<file path="src/rtl/fhe_alu_pkg.sv">
// Shared FHE ALU constants: NTT/INTT source count, root-power bank count and
// the lane/address geometry used by the root address routing network.
package fhe_alu_pkg;

    localparam int POLY_N         = 4096;
    localparam int NTT_E          = 8;
    localparam int LOG_E          = $clog2(NTT_E);
    localparam int NTT_INTT_NUM   = 4;
    localparam int ROOT_POWER_NUM = 4;
    localparam int LANES          = LOG_E;
    localparam int ADDR_W         = $clog2(POLY_N / (NTT_E / 2));
    localparam int ROUTE_SEL_W    = $clog2(NTT_INTT_NUM);

    typedef logic [ROUTE_SEL_W-1:0] route_sel_t;

    // Power-on static map: destination d listens to source d mod num_src.
    function automatic int identity_src(input int dst, input int num_src);
        return dst % num_src;
    endfunction

endpackage

</file>
<file path="src/rtl/route_mux_stage.sv">
// One binary mux-tree level: picks even/odd of each input pair by the LSB of
// the travelling select, then registers data, valid and the remaining select bits.
module route_mux_stage #(
    parameter int N_OUT = 1,
    parameter int DW    = 2,
    parameter int SW    = 1
) (
    input  logic                            clk,
    input  logic                            rstn,
    input  logic                            i_en,
    input  logic [2*N_OUT-1:0][DW-1:0]      i_data,
    input  logic [SW-1:0]                   i_sel,
    output logic [N_OUT-1:0][DW-1:0]        o_data,
    output logic [((SW > 1) ? SW-1 : 1)-1:0] o_sel,
    output logic                            o_any_vld
);

    logic [N_OUT-1:0][DW-1:0] w_pick;
    logic [N_OUT-1:0][DW-1:0] r_data;

    always_comb begin
        for (int i = 0; i < N_OUT; i++) begin
            w_pick[i] = i_sel[0] ? i_data[2*i+1] : i_data[2*i];
        end
    end

    // Valid bit is the MSB; the address only moves with a valid bundle so the
    // bank-side address holds its last value while idle.
    always_ff @(posedge clk or negedge rstn) begin
        if (!rstn) begin
            r_data <= '0;
        end else if (i_en) begin
            for (int i = 0; i < N_OUT; i++) begin
                r_data[i][DW-1] <= w_pick[i][DW-1];
                if (w_pick[i][DW-1]) begin
                    r_data[i][DW-2:0] <= w_pick[i][DW-2:0];
                end
            end
        end
    end

    always_comb begin
        o_any_vld = 1'b0;
        for (int i = 0; i < N_OUT; i++) begin
            o_any_vld = o_any_vld | r_data[i][DW-1];
        end
    end

    generate
        if (SW > 1) begin : g_fwd
            logic [SW-2:0] r_sel;
            always_ff @(posedge clk or negedge rstn) begin
                if (!rstn) begin
                    r_sel <= '0;
                end else if (i_en) begin
                    r_sel <= i_sel[SW-1:1];
                end
            end
            assign o_sel = r_sel;
        end else begin : g_end
            assign o_sel = 1'b0;
        end
    endgenerate

    assign o_data = r_data;

endmodule

</file>
<file path="src/rtl/root_addr_route_net.sv">
// Routes NTT/INTT address bundles to root-power banks through one pipelined
// binary mux tree per bank; select is captured at entry and travels with data.
module root_addr_route_net #(
    parameter int  NUM_SRC = fhe_alu_pkg::NTT_INTT_NUM,
    parameter int  NUM_DST = fhe_alu_pkg::ROOT_POWER_NUM,
    parameter int  LANES   = fhe_alu_pkg::LANES,
    parameter int  ADDR_W  = fhe_alu_pkg::ADDR_W,
    localparam int STAGES  = $clog2(NUM_SRC)
) (
    input  logic                                     clk,
    input  logic                                     rstn,
    input  logic [NUM_SRC-1:0][LANES-1:0][ADDR_W-1:0] src_addr,
    input  logic [NUM_SRC-1:0]                       src_valid,
    input  logic [NUM_DST-1:0][STAGES-1:0]           dyn_sel,
    input  logic [NUM_DST-1:0][STAGES-1:0]           cfg_sel,
    input  logic                                     cfg_load,
    input  logic                                     mode,
    input  logic                                     en,
    output logic [NUM_DST-1:0][LANES-1:0][ADDR_W-1:0] dst_addr,
    output logic [NUM_DST-1:0]                       dst_valid,
    output logic                                     cfg_busy,
    output logic                                     cfg_rej
);
    import fhe_alu_pkg::*;

    localparam int DW = 1 + LANES * ADDR_W;

    logic [NUM_DST-1:0][STAGES-1:0] r_static_sel;
    logic [NUM_DST-1:0][STAGES-1:0] w_sel_now;
    logic [NUM_SRC-1:0][DW-1:0]     w_src;
    logic [NUM_DST-1:0]             w_dst_busy;
    logic                           r_cfg_rej;

    always_comb begin
        for (int i = 0; i < NUM_SRC; i++) begin
            w_src[i] = {src_valid[i], src_addr[i]};
        end
    end

    assign w_sel_now = mode ? dyn_sel : r_static_sel;

    // A load is only accepted with the pipe empty so no in-flight bundle can
    // see a half-updated map.
    always_ff @(posedge clk or negedge rstn) begin
        if (!rstn) begin
            for (int d = 0; d < NUM_DST; d++) begin
                r_static_sel[d] <= STAGES'(identity_src(d, NUM_SRC));
            end
            r_cfg_rej <= 1'b0;
        end else begin
            r_cfg_rej <= cfg_load && cfg_busy;
            if (cfg_load && !cfg_busy) begin
                r_static_sel <= cfg_sel;
            end
        end
    end

    generate
        for (genvar d = 0; d < NUM_DST; d++) begin : g_dst
            logic [STAGES-1:0] w_lvl_busy;

            for (genvar s = 0; s < STAGES; s++) begin : g_lvl
                localparam int N_OUT = NUM_SRC >> (s + 1);
                localparam int SW    = STAGES - s;
                localparam int OSW   = (SW > 1) ? SW - 1 : 1;

                logic [2*N_OUT-1:0][DW-1:0] w_in;
                logic [SW-1:0]              w_sel_in;
                logic [N_OUT-1:0][DW-1:0]   w_out;
                logic [OSW-1:0]             w_sel_out;

                if (s == 0) begin : g_head
                    assign w_in     = w_src;
                    assign w_sel_in = w_sel_now[d];
                end else begin : g_tail
                    assign w_in     = g_lvl[s-1].w_out;
                    assign w_sel_in = g_lvl[s-1].w_sel_out;
                end

                // The last level has no select bits left to forward.
                if (s == STAGES - 1) begin : g_last
                    logic w_unused_sel;
                    assign w_unused_sel = |w_sel_out;
                end

                route_mux_stage #(
                    .N_OUT (N_OUT),
                    .DW    (DW),
                    .SW    (SW)
                ) u_stage (
                    .clk       (clk),
                    .rstn      (rstn),
                    .i_en      (en),
                    .i_data    (w_in),
                    .i_sel     (w_sel_in),
                    .o_data    (w_out),
                    .o_sel     (w_sel_out),
                    .o_any_vld (w_lvl_busy[s])
                );
            end

            assign dst_valid[d]  = g_lvl[STAGES-1].w_out[0][DW-1];
            assign dst_addr[d]   = g_lvl[STAGES-1].w_out[0][DW-2:0];
            assign w_dst_busy[d] = |w_lvl_busy;
        end
    endgenerate

    assign cfg_busy = |w_dst_busy;
    assign cfg_rej  = r_cfg_rej;

endmodule

</file>
<file path="config.mk">
export PLATFORM = sky130hd
export DESIGN_NAME = root_addr_route_net
export DESIGN_NICKNAME = d
export VERILOG_FILES = /design/src/rtl/fhe_alu_pkg.sv /design/src/rtl/route_mux_stage.sv /design/src/rtl/root_addr_route_net.sv
export SDC_FILE = /design/constraint.sdc
export NUM_CORES = 1
export LEC_CHECK = 0
export BUFFER_PORTS_ARGS = -buffer_cell sky130_fd_sc_hd__buf_2
export CORE_ASPECT_RATIO = 0.8
export CORE_MARGIN = 4
export CORE_UTILIZATION = 49
export CTS_CLUSTER_SIZE = 8
export DETAILED_ROUTE_END_ITERATION = 7
export PLACE_DENSITY = 0.71
export SYNTH_ARGS = -nofsm -noshare
export SYNTH_HDL_FRONTEND = slang
export SYNTH_SLANG_ARGS = --single-unit
</file>
<file path="constraint.sdc">
create_clock -name clk -period 1.6 [get_ports clk]
set_input_delay 0.08 -clock clk [delete_from_list [all_inputs] [get_ports clk]]
set_output_delay 0.08 -clock clk [all_outputs]
set_load 0.02 [all_outputs]
</file>
==> summary.log, run 1 <==
INFO  detailed_routing dr.pass1.iters=5
INFO  clocking       tritoncts=yes
INFO  timing         setup_repair_after_global_routing_missed_its_margin=yes
INFO  cells_and_area multi_input_comb_area=9270um^2
INFO  setup_path     timing.setup.critical_path_class=flop to flop
INFO  clocking       htree_depth=2
INFO  cells_and_area layout.area.seq=9640um^2
INFO  clocking       source_to_sink_clock_delay_at_the_later_pin_of_the_worst_skew_pair=0.57ns
INFO  synth          yosysWarningCount=0
INFO  synth          ys_ff_latch=385
INFO  clocking       clock_path_buffers=3
INFO  grt            maximum_number_of_pins_on_one_net_before_global_route_repair=152
INFO  detailed_routing dr_total_vias=14300
INFO  setup_path     timing.critical_path.slowest_cell_delay=0.40ns
INFO  setup_path     crit_buf_inv=3
INFO  run_status     failed_checks=negative setup slack
INFO  setup_path     cp_max_fo=10
INFO  cells_and_area synth_to_layout_area_growth=38.0%
INFO  power          irDropWorstVdd=0.854mV
INFO  timing         timing.final.hold_violations=0
INFO  cells_and_area finalNetCount=2014
INFO  setup_path     critical_path_endpoint_category=flop
INFO  power          static-leakage-power=11.6nW
INFO  setup_path     critPathSlowestCell=sky130_fd_sc_hd__dfrtp_1
INFO  floorplanning  io_pins=271
INFO  grt            grt_antenna_before_repair=2
INFO  setup_path     worst_ep_arrival_time=2.23ns
INFO  placed_design  dp_hpwl=36.4mm
INFO  run_status     run_status=finished, violations left
INFO  synth          total_standard_cell_area_after_synthesis=18700um^2
INFO  synth          synth_sequential_area_ratio=51.6%
INFO  placed_design  gp_routability_congestion=0.860
INFO  clocking       tritoncts_num_sinks=385
INFO  detailed_routing detailed_route_wire_length=62.3mm
INFO  job            cap_viol_max_count=0
INFO  detailed_routing detail_route.wl_per_cell=26.3um
INFO  detailed_routing drt-vias-per-instance=6.06
INFO  timing         finalSetupViolations=252
INFO  floorplanning  die_h=183um
INFO  detailed_routing drc=0
INFO  cells_and_area stdcell_count=2368
INFO  floorplanning  core.rowCount=63
INFO  synth          synth.avg_cell_area=13.3um^2
INFO  clocking       worst_setup_hold_path_clk_slew=0.05ns
INFO  detailed_routing antenna_violating_nets_post_route=0
INFO  timing         finClkSkew=0.0162ns
INFO  grt            first_global_vias=14600
INFO  cells_and_area final_layout_size_suffix_gt1_share=48.4%
INFO  grt            grt_overflow=0
INFO  clocking       cts_buffers=54
INFO  timing         maximum_frequency_from_static_timing_analysis=558MHz
INFO  placed_design  port_buffers=270
INFO  power          p_per_area=1380nW/um^2
INFO  grt            grt_pass1_wl=87.1mm
INFO  cells_and_area fillCellCount=2538
INFO  synth          synthesis.instances=1405
INFO  placed_design  dpl.cell_count=2114
INFO  setup_path     worstPathCellList=mux2i_4, buf_6, mux2i_4, buf_12, buf_12, mux2_2
INFO  synth          mappedNetlistNets=1550
INFO  setup_path     critPathRequiredTime=2.04ns
INFO  timing         worst-slew-pin-transition=0.714ns
INFO  synth          ys_types=21
INFO  floorplanning  floorplan.die.width=226um
INFO  clocking       clockRootBuffer=sky130_fd_sc_hd__clkbuf_16
INFO  timing         timing.final.max_slew_violations=0
INFO  timing         slew-limit-headroom=52.4%
INFO  floorplanning  initial_utilization=50.0%
INFO  floorplanning  floorplan.core_area=37400um^2
INFO  detailed_routing drt_iter0_drc=1309
INFO  floorplanning  total_die_area=41400um^2
INFO  timing         final_period_minus_worst_setup_slack=1.79ns
INFO  grt            track_usage=27.1%
INFO  setup_path     cp-start-kind=flop
INFO  power          totalPowerFinal=35.7mW
INFO  worst_hold_path type_of_the_worst_min_delay_path=input port to asynchronous set/reset pin
INFO  setup_path     path_delay_family=multiplexers
INFO  timing         postLayoutSetupSlackWorst=-0.191ns
INFO  timing         final_min_period_over_clock_period=112%
==> what timing repair did <==
action	in CTS	in global routing
hold endpoints to repair	632	0
gates cloned	4	24
setup buffers	12	16
hold buffers	135	0
pin swaps	1	2
gates resized for setup	91	134
setup endpoints to repair	246	250
==> cells in the mapped netlist <==
master	instances	area share, %
sky130_fd_sc_hd__dfrtp_1	381	51
sky130_fd_sc_hd__mux2_2	310	19
sky130_fd_sc_hd__mux2_1	186	11
sky130_fd_sc_hd__mux2i_1	132	7.1
sky130_fd_sc_hd__a21oi_1	124	3.3
sky130_fd_sc_hd__a31oi_1	120	4.0
sky130_fd_sc_hd__clkbuf_1	65	1.3
sky130_fd_sc_hd__buf_2	40	1.1
sky130_fd_sc_hd__buf_4	13	0.52
sky130_fd_sc_hd__a21o_1	8	0.32
sky130_fd_sc_hd__dfstp_2	4	0.56
sky130_fd_sc_hd__mux2i_4	4	0.48
sky130_fd_sc_hd__nand2_1	4	0.080
sky130_fd_sc_hd__nor2_1	4	0.080
sky130_fd_sc_hd__nor4_1	3	0.10
sky130_fd_sc_hd__buf_1	2	0.040
sky130_fd_sc_hd__and2_1	1	0.033
sky130_fd_sc_hd__buf_6	1	0.060
sky130_fd_sc_hd__inv_1	1	0.020
sky130_fd_sc_hd__nand3_1	1	0.027
sky130_fd_sc_hd__nand4_1	1	0.033
==> final cells by class <==
class | instances | share of cell area, %
clock inverter | 2 | 0.0679
sequential | 385 | 37.4
antenna | 2 | 0.0194
timing repair buffer | 529 | 18.7
inverter | 1 | 0.0146
multi-input combinational | 898 | 35.9
tap | 487 | 2.36
clock buffer | 64 | 5.47
==> cell families after synthesis <==
logic type      after synthesis  share of synthesized area, %
compound gates              252                          7.66
mux                         632                          37.4
flops                       385                          51.6
simple gates                 14                         0.355
buf+inv                     122                          3.02
==> metal layers <==
layer / vias up / GRT usage [%] / part of all wire, %
li1: 6150 / - / -
met1: 7426 / 36.9 / 42
met2: 665 / 45.1 / 48
met3: 103 / 5.55 / 8.2
met4: 0 / 6.67 / 2.2
met5: - / 0 / 0
==> cell usage in the layout, fill, tap and decap left out, drive strengths merged, types with 3 or more instances in the layout <==
| cell type | synthesis | layout |
|---|---|---|
| buf | 56 | 373 |
| a31oi | 120 | 120 |
| a21oi | 124 | 124 |
| nor4 | 3 | 3 |
| nand2 | 4 | 4 |
| a21o | 8 | 8 |
| nor2 | 4 | 4 |
| dfstp | 4 | 4 |
| clkbuf | 65 | 84 |
| dfrtp | 381 | 381 |
| dlygate4sd3 | 0 | 135 |
| mux2 | 496 | 496 |
| mux2i | 136 | 136 |
==> state kept, by name, indices dropped and copies added, names as in the netlist <==
signal and cells:
g_dst.g_lvl.u_stage.o_sel 4, g_dst.g_lvl.u_stage.o_data 372, r_static_sel 8, cfg_rej 1
==> where the power goes <==
group	total [mW]	internal, mW	switching (mW)
clock network	10.2	6.06	4.11
logic	11.3	5.43	5.87
registers	14.2	12.5	1.75
total	35.7	23.9	11.7
==> final timing paths <==
check,startpoint,cells past startpoint,to,slack [ns]
worst min register to register,g_dst[0].g_lvl[0].u_stage.o_data[21],1,g_dst[0].g_lvl[0].u_stage.o_data[21],0.48
worst max register to register,r_static_sel[0],6,g_dst[0].g_lvl[0].u_stage.o_data[36],-0.19
max in group asynchronous,rstn,3,g_dst[2].g_lvl[0].u_stage.o_data[2],0.83
worst max-delay path,r_static_sel[0],6,g_dst[0].g_lvl[0].u_stage.o_data[36],-0.19
worst min-delay path,rstn,2,g_dst[1].g_lvl[0].u_stage.o_data[23],0.04
min in group clk,mode,5,g_dst[1].g_lvl[0].u_stage.o_sel,0.17
==> metrics by stage <==
step                TNS (ns)  utilization, %  hold slack (ns)  setup slack, ns  cell area (um^2)
finish                -35.95            69.0           0.0428           -0.191             25800
global route          -46.18            69.0           0.0554           -0.231             25800
CTS                   -31.38            65.9           0.0301           -0.183             24600
detailed placement    -37.15            56.9           0.0243           -0.214             21300
global placement      -33.75            56.9           0.0264           -0.184             21300
floorplan              -1.34               -           -0.216          -0.0234             18700
No activity file was read; power rests on OpenSTA's default activity.
==> run 2, diff against run 1 <==
==> constraint.sdc (replaced) <==
create_clock -name clk -period 1.6 [get_ports clk]
set_input_delay 0.16 -clock clk [delete_from_list [all_inputs] [get_ports clk]]
set_output_delay 0.16 -clock clk [all_outputs]
set_load 0.02 [all_outputs]
==> summary.log, run 2 (same netlist as run 1, synthesis figures left out) <==
INFO  cells_and_area multi_input_comb_area=9680um^2 [was 9270 um^2]
INFO  floorplanning  die_h=183um [unchanged]
INFO  cells_and_area layout.cells.most_common_list=sky130_fd_sc_hd__dfrtp_1, sky130_fd_sc_hd__mux2_4, sky130_fd_sc_hd__buf_2 [was sky130_fd_sc_hd__dfrtp_1, sky130_fd_sc_hd__buf_2, sky130_fd_sc_hd__mux2_2]
INFO  grt            maximum_number_of_pins_on_one_net_before_global_route_repair=115 [was 152]
INFO  placed_design  dp_hpwl=37.5mm [was 36.4 mm]
INFO  cells_and_area final_layout_size_suffix_gt1_share=52.7% [was 48.4%]
INFO  setup_path     setup.reg_to_reg.worst_slack=-0.24ns [was -0.19 ns]
INFO  clocking       clockRootBuffer=sky130_fd_sc_hd__clkbuf_16 [unchanged]
INFO  worst_hold_path min-delay-start=src_addr[100]
INFO  timing         worst-slew-pin-transition=0.507ns [was 0.714 ns]
INFO  setup_path     cp_max_fo=3 [was 10]
INFO  worst_hold_path type_of_the_worst_min_delay_path=input port to flop [was input port to asynchronous set/reset pin]
INFO  timing         whs=0.0178ns [was 0.0428 ns]
INFO  clocking       source_to_sink_clock_delay_at_the_later_pin_of_the_worst_skew_pair=0.58ns [was 0.57 ns]
INFO  clocking       tritoncts_num_sinks=385 [unchanged]
INFO  detailed_routing dr_total_vias=14400 [was 14300]
INFO  detailed_routing drt_iter0_drc=1386 [was 1309]
INFO  cells_and_area finalNetCount=1984 [was 2014]
INFO  cells_and_area layout.area.seq=9650um^2 [was 9640 um^2]
INFO  clocking       worst_setup_hold_path_clk_slew=0.05ns [about the same]
INFO  detailed_routing drt-vias-per-instance=6.16 [was 6.06]
INFO  worst_hold_path hold_depth=3
INFO  grt            first_global_vias=14400 [was 14600]
INFO  setup_path     worst_r2r_startpoint=r_static_sel[0] [unchanged]
INFO  timing         timing.final.max_slew_violations=0 [unchanged]
INFO  setup_path     reg2reg_to=g_dst[0].g_lvl[0].u_stage.o_data[2] [was g_dst[0].g_lvl[0].u_stage.o_data[36]]
INFO  grt            grt_pass1_wl=87.9mm [was 87.1 mm]
INFO  job            cap_viol_max_count=0 [unchanged]
INFO  cells_and_area final_core_utilization=70.2% [was 69.0%]
INFO  setup_path     timing.setup.critical_path_class=flop to output pin [was flop to flop]
INFO  grt            grt_overflow=0 [unchanged]
INFO  timing         finClkSkew=0.0245ns [was 0.0162 ns]
INFO  power          irDropWorstVdd=1.06mV [was 0.854 mV]
INFO  cells_and_area fillCellCount=2431 [was 2538]
INFO  cells_and_area synth_to_layout_area_growth=40.3% [was 38.0%]
INFO  timing         maximum_frequency_from_static_timing_analysis=536MHz [was 558 MHz]
INFO  detailed_routing dr.pass1.iters=5 [unchanged]
INFO  detailed_routing antenna_violating_nets_post_route=0 [unchanged]
INFO  power          p_per_area=1390nW/um^2 [was 1380 nW/um^2]
INFO  power          p_int=24.4mW [was 23.9 mW]
INFO  floorplanning  floorplan.core_area=37400um^2 [unchanged]
INFO  setup_path     cp-start-kind=flop [unchanged]
INFO  floorplanning  core.rowCount=63 [unchanged]
INFO  worst_hold_path hold_path_end=g_dst[1].g_lvl[0].u_stage.o_data[41]
INFO  floorplanning  initial_utilization=50.0% [unchanged]
INFO  timing         timing.final.hold_violations=0 [unchanged]
INFO  run_status     run_status=finished, violations left [unchanged]
INFO  power          power.share.sequential=39.3% [was 39.8%]
INFO  clocking       cts_buffers=54 [unchanged]
INFO  timing         final_period_minus_worst_setup_slack=1.87ns [was 1.79 ns]
INFO  timing         finalSetupViolations=249 [was 252]
INFO  run_status     failed_checks=negative setup slack [unchanged]
INFO  placed_design  port_buffers=270 [unchanged]
INFO  clocking       htree_depth=2 [unchanged]
INFO  floorplanning  io_pins=271 [unchanged]
INFO  power          share_comb_of_total_power=32.8% [was 31.7%]
INFO  setup_path     path_delay_family=simple AND/OR/NAND/NOR gates [was multiplexers]
INFO  floorplanning  total_die_area=41400um^2 [unchanged]
INFO  setup_path     rr_worst_depth=6 [unchanged]
INFO  setup_path     critPathSlowestCell=sky130_fd_sc_hd__dfrtp_1 [unchanged]
INFO  cells_and_area largest_register_ffs=372 [unchanged]
INFO  grt            track_usage=27.5% [was 27.1%]
INFO  detailed_routing detailed_route_wire_length=66.3mm [was 62.3 mm]
INFO  placed_design  preCtsSetupSlack=-0.282ns [was -0.214 ns]
INFO  detailed_routing detail_route.wl_per_cell=28.3um [was 26.3 um]
INFO  power          power_frac_clock=27.9% [was 28.5%]
INFO  timing         slew-limit-headroom=66.2% [was 52.4%]
INFO  timing         final_min_period_over_clock_period=117% [was 112%]
INFO  power          power.share.switching=33.2% [was 32.9%]
INFO  power          power.net_switching=12.1mW [was 11.7 mW]
INFO  detailed_routing drc=0 [unchanged]
INFO  setup_path     worst_ep_arrival_time=1.71ns [was 2.23 ns]
INFO  setup_path     crit_buf_inv=1 [was 3]
INFO  grt            grt_antenna_before_repair=9 [was 2]
INFO  setup_path     timing.critical_path.slowest_cell_delay=0.43ns [was 0.40 ns]
INFO  power          static-leakage-power=12.0nW [was 11.6 nW]
INFO  timing         setup_repair_after_global_routing_missed_its_margin=yes [unchanged]
INFO  placed_design  gp_routability_congestion=0.899 [was 0.860]
INFO  timing         postLayoutSetupSlackWorst=-0.267ns [was -0.191 ns]
INFO  floorplanning  floorplan.die.width=226um [unchanged]
INFO  clocking       tritoncts=yes [unchanged]
INFO  setup_path     critical_path_endpoint_category=output pin [was flop]
INFO  setup_path     worstPathCellList=nor4_4, nand3_2, buf_6 [was mux2i_4, buf_6, mux2i_4, buf_12, buf_12, mux2_2]
INFO  clocking       clock_path_buffers=3 [unchanged]
INFO  cells_and_area layout.cells.most_common=sky130_fd_sc_hd__dfrtp_1 [unchanged]
INFO  setup_path     critPathRequiredTime=1.44ns [was 2.04 ns]
INFO  power          totalPowerFinal=36.5mW [was 35.7 mW]
[run 2: cell types whose count changed in the layout (fill, tap and decap cells not counted), moves of 7 or more]
cell	before	now
sky130_fd_sc_hd__mux2_4	170	275
sky130_fd_sc_hd__mux2_2	264	203
sky130_fd_sc_hd__dlygate4sd3_1	135	85
sky130_fd_sc_hd__mux2_1	62	18
sky130_fd_sc_hd__buf_4	29	19
sky130_fd_sc_hd__buf_12	50	59
sky130_fd_sc_hd__clkbuf_16	74	83
sky130_fd_sc_hd__buf_8	5	12
[run 2: layout make-up]
cell class / instances / share of cell area [%]
antenna: 5 / 0.0477
clock buffer: 64 / 5.38
clock inverter: 2 / 0.0668
inverter: 1 / 0.0143
multi-input combinational: 898 / 36.9
sequential: 385 / 36.8
tap: 487 / 2.32
timing repair buffer: 499 / 18.5
[run 2: worst register-to-register path: stages, from the launching register on]
cell and delay [ns]:
sky130_fd_sc_hd__dfrtp_1 0.40, sky130_fd_sc_hd__mux2i_4 0.17, sky130_fd_sc_hd__buf_12 0.18, sky130_fd_sc_hd__mux2i_4 0.30, sky130_fd_sc_hd__buf_6 0.19, sky130_fd_sc_hd__clkbuf_16 0.18, sky130_fd_sc_hd__mux2_4 0.30
[run 2: repair_timing]
item,in CTS,in global routing
buffers inserted,18,33
cloned,6,34
pin swaps,3,5
setup endpoints to repair,241,248
gates resized for setup,110,263
hold buffers,85,0
hold endpoints to repair,362,0
[run 2: power by group through the flow]
| stage | clock network (mW) | registers (mW) | logic, mW |
|---|---|---|---|
| after floorplan | 0 | 15.2 | 4.57 |
| after global placement | 0 | 14.1 | 9.29 |
| after detailed placement | 0 | 14.2 | 9.49 |
| after CTS | 10.3 | 14.1 | 10.3 |
| after global routing | 10.7 | 14.6 | 12.6 |
| final | 10.2 | 14.3 | 12.0 |
[run 2: per-stage QoR]
stage                     instances  instance area [um^2]  setup TNS [ns]
final                          2341                 26200          -39.83
after detailed placement       2110                 21400          -54.38
after global routing           2339                 26200          -48.52
after global placement         2110                 21400          -48.43
after floorplan                1405                 18800           -2.68
after CTS                      2285                 24400          -29.09
[run 2: worst max path at each step]
stage                                          from                                   end  slack [ns]  cells past startpoint
6_report       g_dst[3].g_lvl[1].u_stage.o_data[30]                              cfg_busy       -0.27                      3
4_1_cts        g_dst[2].g_lvl[1].u_stage.o_data[30]                              cfg_busy       -0.19                      3
3_3_place_gp                                   mode  g_dst[1].g_lvl[0].u_stage.o_data[29]       -0.24                      7
5_1_grt        g_dst[3].g_lvl[1].u_stage.o_data[30]                              cfg_busy       -0.31                      3
3_5_place_dp                                   mode   g_dst[1].g_lvl[0].u_stage.o_data[6]       -0.28                      7
2_1_floorplan                                  mode  g_dst[1].g_lvl[0].u_stage.o_data[41]       -0.03                      5
[run 2: metal layers]
metal  track usage (%)  up-vias  wire length [um]
li1                  -     6107                 -
met1              38.5     7495             28300
met2              43.7      680             30900
met3              6.19      122              5510
met4              7.23       12              1560
met5                 0        -                75
